`src/rtl/spi_slave_rw.sv`:
```
// -----------------------------------------------------------------------------
// spi_slave_rw
//   SPI slave giving an external master read/write access to the MPPT control
//   and status register file. All four SPI modes, configurable word width,
//   R/nW command bit, optional address auto-increment and aborted-frame
//   detection. The SPI pins are asynchronous to clk and are synchronised here.
//
// Frame: one command word {R/nW, addr} followed by any number of data words.
//   Write frames strobe reg_we per completed word; read frames prefetch with
//   reg_re and shift the returned word out on MISO, MSB first.
//
// Ports
//   clk, rst_n        system clock, asynchronous active-low reset
//   spi_sck           SPI clock (asynchronous to clk)
//   spi_ss            slave select, active low
//   spi_mosi          master out
//   spi_miso          slave out (registered)
//   spi_miso_oe       MISO pad enable, high while the frame is selected
//   reg_addr          register address (WORD_W-1 bits)
//   reg_wdata         write data
//   reg_we            one-clk write strobe
//   reg_re            one-clk read strobe
//   reg_rdata         read data, valid the clk after reg_re
//   busy              frame in progress
//   frame_err         one-clk pulse when SS rises mid-word
// -----------------------------------------------------------------------------
module spi_slave_rw #(
  parameter int WORD_W   = 8,
  parameter int CPOL     = 0,
  parameter int CPHA     = 0,
  parameter int AUTO_INC = 1
) (
  input  logic              clk,
  input  logic              rst_n,
  input  logic              spi_sck,
  input  logic              spi_ss,
  input  logic              spi_mosi,
  output logic              spi_miso,
  output logic              spi_miso_oe,
  output logic [WORD_W-2:0] reg_addr,
  output logic [WORD_W-1:0] reg_wdata,
  output logic              reg_we,
  output logic              reg_re,
  input  logic [WORD_W-1:0] reg_rdata,
  output logic              busy,
  output logic              frame_err
);

  localparam int                ADDR_W   = WORD_W - 1;
  localparam int                CNT_W    = $clog2(WORD_W);
  localparam logic [CNT_W-1:0]  LAST_BIT = CNT_W'(WORD_W - 1);
  localparam logic              CPOL_B   = (CPOL != 0);

  typedef enum logic [1:0] {
    ST_IDLE,
    ST_CMD,
    ST_DATA
  } state_e;

  state_e state_q, state_d;

  // Synchronisers: stage [1] is the synchronised value, stage [2] (sck, ss)
  // is its one-clk history used for edge detection.
  logic [2:0] sck_sync_q, sck_sync_d;
  logic [2:0] ss_sync_q, ss_sync_d;
  logic [1:0] mosi_sync_q, mosi_sync_d;

  logic [CNT_W-1:0]  bit_cnt_q, bit_cnt_d;
  logic [WORD_W-2:0] rx_q, rx_d;
  logic [WORD_W-1:0] tx_q, tx_d;
  logic              rw_q, rw_d;
  logic [ADDR_W-1:0] reg_addr_q, reg_addr_d;
  logic [WORD_W-1:0] reg_wdata_q, reg_wdata_d;
  logic              reg_we_q, reg_we_d;
  logic              reg_re_q, reg_re_d;
  logic              rdata_vld_q, rdata_vld_d;
  logic              busy_q, busy_d;
  logic              frame_err_q, frame_err_d;
  logic              miso_q, miso_d;

  logic sck_s, sck_prev, ss_s, ss_prev, mosi_s;
  logic sck_rise, sck_fall, lead_edge, trail_edge;
  logic sample_edge, shift_edge, ss_fall, last_sample;
  logic [WORD_W-1:0] word_in;

  always_comb begin
    sck_sync_d  = {sck_sync_q[1:0], spi_sck};
    ss_sync_d   = {ss_sync_q[1:0], spi_ss};
    mosi_sync_d = {mosi_sync_q[0], spi_mosi};
  end

  assign sck_s    = sck_sync_q[1];
  assign sck_prev = sck_sync_q[2];
  assign ss_s     = ss_sync_q[1];
  assign ss_prev  = ss_sync_q[2];
  assign mosi_s   = mosi_sync_q[1];

  assign sck_rise    = sck_s & ~sck_prev;
  assign sck_fall    = ~sck_s & sck_prev;
  assign lead_edge   = CPOL_B ? sck_fall : sck_rise;
  assign trail_edge  = CPOL_B ? sck_rise : sck_fall;
  assign sample_edge = (CPHA == 0) ? lead_edge : trail_edge;
  assign shift_edge  = (CPHA == 0) ? trail_edge : lead_edge;
  assign ss_fall     = ss_prev & ~ss_s;

  // The word as it stands once the bit currently on MOSI is included.
  assign word_in     = {rx_q, mosi_s};
  assign last_sample = sample_edge && (bit_cnt_q == LAST_BIT);

  // State register.
  always_ff @(posedge clk or negedge rst_n) begin
    if (!rst_n) begin
      state_q <= ST_IDLE;
    end else begin
      state_q <= state_d;
    end
  end

  // Next-state logic.
  always_comb begin
    // NOTE: every signal written here gets a default first, so no path can
    // leave it unassigned and infer a latch.
    state_d = state_q;
    case (state_q)
      ST_IDLE: if (ss_fall) state_d = ST_CMD;
      ST_CMD: begin
        if (ss_s)             state_d = ST_IDLE;
        else if (last_sample) state_d = ST_DATA;
      end
      ST_DATA: if (ss_s) state_d = ST_IDLE;
      default: state_d = ST_IDLE;
    endcase
  end

  // Datapath and output logic.
  always_comb begin
    bit_cnt_d   = bit_cnt_q;
    rx_d        = rx_q;
    tx_d        = tx_q;
    rw_d        = rw_q;
    reg_addr_d  = reg_addr_q;
    reg_wdata_d = reg_wdata_q;
    reg_we_d    = 1'b0;
    reg_re_d    = 1'b0;
    rdata_vld_d = reg_re_q;   // register file answers the clk after reg_re
    busy_d      = busy_q;
    frame_err_d = 1'b0;
    miso_d      = miso_q;

    if ((state_q != ST_IDLE) && ss_s) begin
      // Deselect: a partially shifted word is dropped and flagged.
      frame_err_d = (bit_cnt_q != '0);
      bit_cnt_d   = '0;
      busy_d      = 1'b0;
      miso_d      = 1'b0;
      rdata_vld_d = 1'b0;
    end else begin
      case (state_q)
        ST_IDLE: begin
          if (ss_fall) begin
            bit_cnt_d = '0;
            busy_d    = 1'b1;
            miso_d    = 1'b0;
          end
        end

        ST_CMD: begin
          if (sample_edge) begin
            rx_d = word_in[WORD_W-2:0];
            if (bit_cnt_q == LAST_BIT) begin
              bit_cnt_d  = '0;
              reg_addr_d = word_in[ADDR_W-1:0];
              rw_d       = word_in[WORD_W-1];
              reg_re_d   = word_in[WORD_W-1];
            end else begin
              bit_cnt_d = bit_cnt_q + 1'b1;
            end
          end
        end

        ST_DATA: begin
          // Writes advance the address one clk after the strobe so reg_we
          // is seen together with the address it belongs to.
          if (reg_we_q && (AUTO_INC != 0)) reg_addr_d = reg_addr_q + 1'b1;

          if (rw_q) begin
            // With CPHA=0 the MSB is driven at load time, so the shift edge
            // that trails the previous word's last sample (bit_cnt==0) is
            // skipped; otherwise it would discard the fresh MSB.
            if (shift_edge && ((CPHA != 0) || (bit_cnt_q != '0))) begin
              miso_d = tx_q[WORD_W-1];
              tx_d   = {tx_q[WORD_W-2:0], 1'b0};
            end
            if (rdata_vld_q) begin
              if (CPHA == 0) begin
                miso_d = reg_rdata[WORD_W-1];
                tx_d   = {reg_rdata[WORD_W-2:0], 1'b0};
              end else begin
                tx_d   = reg_rdata;
              end
            end
          end

          if (sample_edge) begin
            rx_d = word_in[WORD_W-2:0];
            if (bit_cnt_q == LAST_BIT) begin
              bit_cnt_d = '0;
              if (rw_q) begin
                // Prefetch the next word; the final one of a frame is unused.
                reg_re_d = 1'b1;
                if (AUTO_INC != 0) reg_addr_d = reg_addr_q + 1'b1;
              end else begin
                reg_we_d    = 1'b1;
                reg_wdata_d = word_in;
              end
            end else begin
              bit_cnt_d = bit_cnt_q + 1'b1;
            end
          end
        end

        default: ;
      endcase
    end
  end

  always_ff @(posedge clk or negedge rst_n) begin
    if (!rst_n) begin
      // NOTE: sequential state is assigned with <= so every flop sees the
      // pre-edge value of every other flop.
      sck_sync_q  <= {3{CPOL_B}};
      // SS history resets low so a master already selected at reset release
      // does not look like a fresh frame start.
      ss_sync_q   <= '0;
      mosi_sync_q <= '0;
      bit_cnt_q   <= '0;
      rx_q        <= '0;
      tx_q        <= '0;
      rw_q        <= 1'b0;
      reg_addr_q  <= '0;
      reg_wdata_q <= '0;
      reg_we_q    <= 1'b0;
      reg_re_q    <= 1'b0;
      rdata_vld_q <= 1'b0;
      busy_q      <= 1'b0;
      frame_err_q <= 1'b0;
      miso_q      <= 1'b0;
    end else begin
      sck_sync_q  <= sck_sync_d;
      ss_sync_q   <= ss_sync_d;
      mosi_sync_q <= mosi_sync_d;
      bit_cnt_q   <= bit_cnt_d;
      rx_q        <= rx_d;
      tx_q        <= tx_d;
      rw_q        <= rw_d;
      reg_addr_q  <= reg_addr_d;
      reg_wdata_q <= reg_wdata_d;
      reg_we_q    <= reg_we_d;
      reg_re_q    <= reg_re_d;
      rdata_vld_q <= rdata_vld_d;
      busy_q      <= busy_d;
      frame_err_q <= frame_err_d;
      miso_q      <= miso_d;
    end
  end

  assign spi_miso    = miso_q;
  assign spi_miso_oe = busy_q;
  assign reg_addr    = reg_addr_q;
  assign reg_wdata   = reg_wdata_q;
  assign reg_we      = reg_we_q;
  assign reg_re      = reg_re_q;
  assign busy        = busy_q;
  assign frame_err   = frame_err_q;

endmodule

```
`config.mk`:
```
export PLATFORM = sky130hd
export DESIGN_NAME = spi_slave_rw
export DESIGN_NICKNAME = d
export VERILOG_FILES = /design/src/rtl/spi_slave_rw.sv
export SDC_FILE = /design/constraint.sdc
export NUM_CORES = 1
export LEC_CHECK = 0
export ABC_AREA = 1
export ABC_CLOCK_PERIOD_IN_PS = 1500
export CAP_MARGIN = 30
export CORE_MARGIN = 1.5
export CORE_UTILIZATION = 28
export CTS_CLUSTER_DIAMETER = 60
export DETAILED_ROUTE_END_ITERATION = 16
export PLACE_DENSITY = 0.54
export SLEW_MARGIN = 20
export SYNTH_ARGS = -nofsm -noshare
export SYNTH_HDL_FRONTEND = slang
export SYNTH_SLANG_ARGS = --single-unit
```
`constraint.sdc`:
```
create_clock -name clk -period 1.5 [get_ports clk]
set_input_delay 0.45 -clock clk [delete_from_list [all_inputs] [get_ports clk]]
set_output_delay 0.45 -clock clk [all_outputs]
set_load 0.02 [all_outputs]
```
==> results.md <==
* Outcome: complete, no violations
* Critical Path Start: state_q[1]$_DFFE_PN0P_
* WP data required at 1.70 ns
* Core Footprint at 0.00834 mm²
* Most common cell after layout, fill and taps aside: nand2_1
* Sequential area share after synthesis at 50.2%
* Critical Path End Type: register
* Die ar. at 0.00930 mm²
* Clk sink count at 49
* Area grow syn2layout at 36.6%
* Hold WC Path Type: in -> async
* Die Span Y at 96.4 µm
* Leak Pwr at 1.61 nW
* DRT antenna net count at 0
* Leading cell types in the layout, fill and taps excluded: 78 x nand2_1, 49 x dfrtp_1, 32 x buf_4
* Synth area leader: dfrtp_1
* Drt drc at 0
* Synth Instances at 276
* Clock transition at path regs at 0.10 ns
* Peak VDD IR at 0.456 mV
* Crit path max fanout at 11
* Fin. max-slew vios at 0
* F_max at 0.672 GHz
* Initial antenna violation count at 0
* Crit path DAT at 1.69 ns
* P per Cell Area at 1410 mW/mm²
* Combinational power share at 42.7%
* CTS Buf Count at 5
* WHS at 0.115 ns
* Final clock skew at 0.00830 ns
* Synth warn at 0
* HPWL after detailed placement at 3.65 mm
* Clk_lat worst skew at 0.30 ns
* CTS tree: done
* DRT iter0 DRCs at 46
* Slew @ Worst Pin at 0.317 ns
* Largest net degree at the start of global routing at 50
* Die W at 96.4 µm
* Crit Path Class: reg -> reg
* Fin. Hold Viols at 0
* Syn nets at 296
* IO Pins at 34
* Max transition margin at 78.8%
* Via Count at 1945
* Clock power frac at 20.3%
* # diodes at 0
* Final Setup Violations at 0
* RSZ-0062 raised after global routing: yes
* Switching share of power at 37.3%
* Share of layout cells above drive strength 1 at 29.2%
* Worst r2r src: state_q[1]$_DFFE_PN0P_
* Final WL at 5.24 mm
* WL per Instance at 11.6 µm
* Worst R2R Path Depth at 8
* Yosys reg bits at 49
* R2R setup slack at 0.01 ns
* Part of the cycle the worst path needs at 99.2%
* Synth Cell Area at 0.00244 mm²
* Min Clock Period, post-route at 1.49 ns
* Final GP Congestion at 0.874
* Initial Util at 29.3%
* Synth cell types at 28
* Gr usage total at 11.8%
* Average size of a mapped cell at 8.85 µm²
* P_sw at 1.76 mW
* DR vias/cell at 4.31
* Number of port buffers at 33
* Synth top area cells: dfrtp_1 50%, nand2_1 13%, inv_1 4.0%
* Setup crit start kind: register
* Max_cap viols at 0
* Root cell of the clock tree: clkbuf_8
* Drt first pass iters at 4
* Htree depth at 2
* Global-route wire length before repair at 8.48 mm
* Nets at 365
* Clock buffer depth at 2
* Cell internal pwr at 2.95 mW
* Top cell type's share of synthesized area at 50.2%
* R2R Path End: reg_addr[3]$_DFFE_PN0P_
* Total grt overflow at 0
* Tot Pwr at 4.70 mW
* Hold bufs inserted after CTS at 0
* FP Rows at 33
* Reg power frac at 37.0%
* Vias in the first global route at 1754
-- worst max path at each step --
stage / endpoint / slack [ns] / cells after the start
after global placement: reg_addr[2]$_DFFE_PN0P_ / -0.04 / 10
after CTS: tx_q[3]$_DFFE_PN0P_ / -0.01 / 10
final: reg_addr[3]$_DFFE_PN0P_ / 0.01 / 8
after global routing: reg_addr[4]$_DFFE_PN0P_ / -0.08 / 10
after detailed placement: reg_addr[2]$_DFFE_PN0P_ / -0.04 / 10
after floorplan: tx_q[4]$_DFFE_PN0P_ / -0.009 / 10
-- power by group through the flow --
stage / Combinational [mW] / Clock [mW] / Sequential (mW)
after floorplan: 0.980 / 0 / 1.89
after global placement: 1.84 / 0 / 1.75
after detailed placement: 1.87 / 0 / 1.76
after CTS: 1.86 / 0.988 / 1.73
after global routing: 2.24 / 1.03 / 1.78
final: 2.01 / 0.957 / 1.74
-- flip-flops by register name, summed over array words and instances (netlist names) --
register and flops:
reg_wdata 8, frame_err 1, spi_miso 1, reg_addr 7, reg_we 1, reg_re 1
rw_q 1, rdata_vld_q 1, state_q 2, rx_q 7, bit_cnt_q 3, mosi_sync_q 2
busy 1, tx_q 7, sck_sync_q 3, ss_sync_q 3
-- cells by family (layout without fill, tap and decap cells) --
family / after synthesis / in the layout / share of synthesized area (%)
and+or+nand+nor: 137 / 137 / 24.5
DFF: 49 / 49 / 50.2
buffers and inverters: 38 / 108 / 7.99
AOI/OAI and AO/OA: 36 / 36 / 9.73
muxes: 9 / 9 / 3.99
adders and majority gates: 7 / 7 / 3.58
-- critical path, stage by stage, from the launching register on --
cell	delay (ns)
dfrtp_1	0.40
buf_4	0.14
ha_2	0.19
buf_4	0.17
buf_4	0.18
nor2_1	0.15
nor2_2	0.05
nand2_1	0.06
nand2_1	0.04
-- routing by layer --
metal  vias up  global-route usage [%]  wire, µm
met1       890                    17.4      2710
met2        40                    17.4      2260
li1       1013                       -         -
met3         2                    2.66       232
met4         0                    2.90        36
met5         -                       0         0
-- synthesized netlist by cell type, drive strengths merged --
cell type / n
o21a: 1
nand4: 1
dfrtp: 49
mux2: 3
o211ai: 1
ha: 7
a21oi: 9
nor2: 29
inv: 29
nor3: 1
nand2: 87
buf: 8
clkbuf: 1
mux2i: 6
nand3: 19
o21ai: 25
-- final cells by class --
class / count / area, µm²
well taps: 105 / 131
multi-input cells: 189 / 1120
fillers: 863 / 5000
flip-flops and latches: 49 / 1230
repair buffers: 70 / 626
inverters: 29 / 116
repair inverters: 1 / 5.00
clock buffers: 6 / 72.6
clock inverters: 2 / 38.8
-- stage by stage --
step | instance area [µm²] | setup TNS, ns | cells | setup WS (ns) | utilization (%)
3_5_place_dp | 3060 | -0.323 | 433 | -0.0407 | 36.7
6_report | 3340 | 0 | 451 | 0.0124 | 40.0
3_3_place_gp | 3060 | -0.167 | 433 | -0.0429 | 36.7
4_1_cts | 3180 | -0.0460 | 441 | -0.0105 | 38.1
5_1_grt | 3340 | -0.783 | 451 | -0.0799 | 40.0
2_1_floorplan | 2440 | -0.0321 | 276 | -0.00865 | -
-- repair_timing --
item,CTS,global route
pin swaps,3,10
cloned,0,3
gates resized for setup,32,44
buffers inserted,0,7
setup endpoints to repair,49,47
Power figures use the tool's default switching activity.
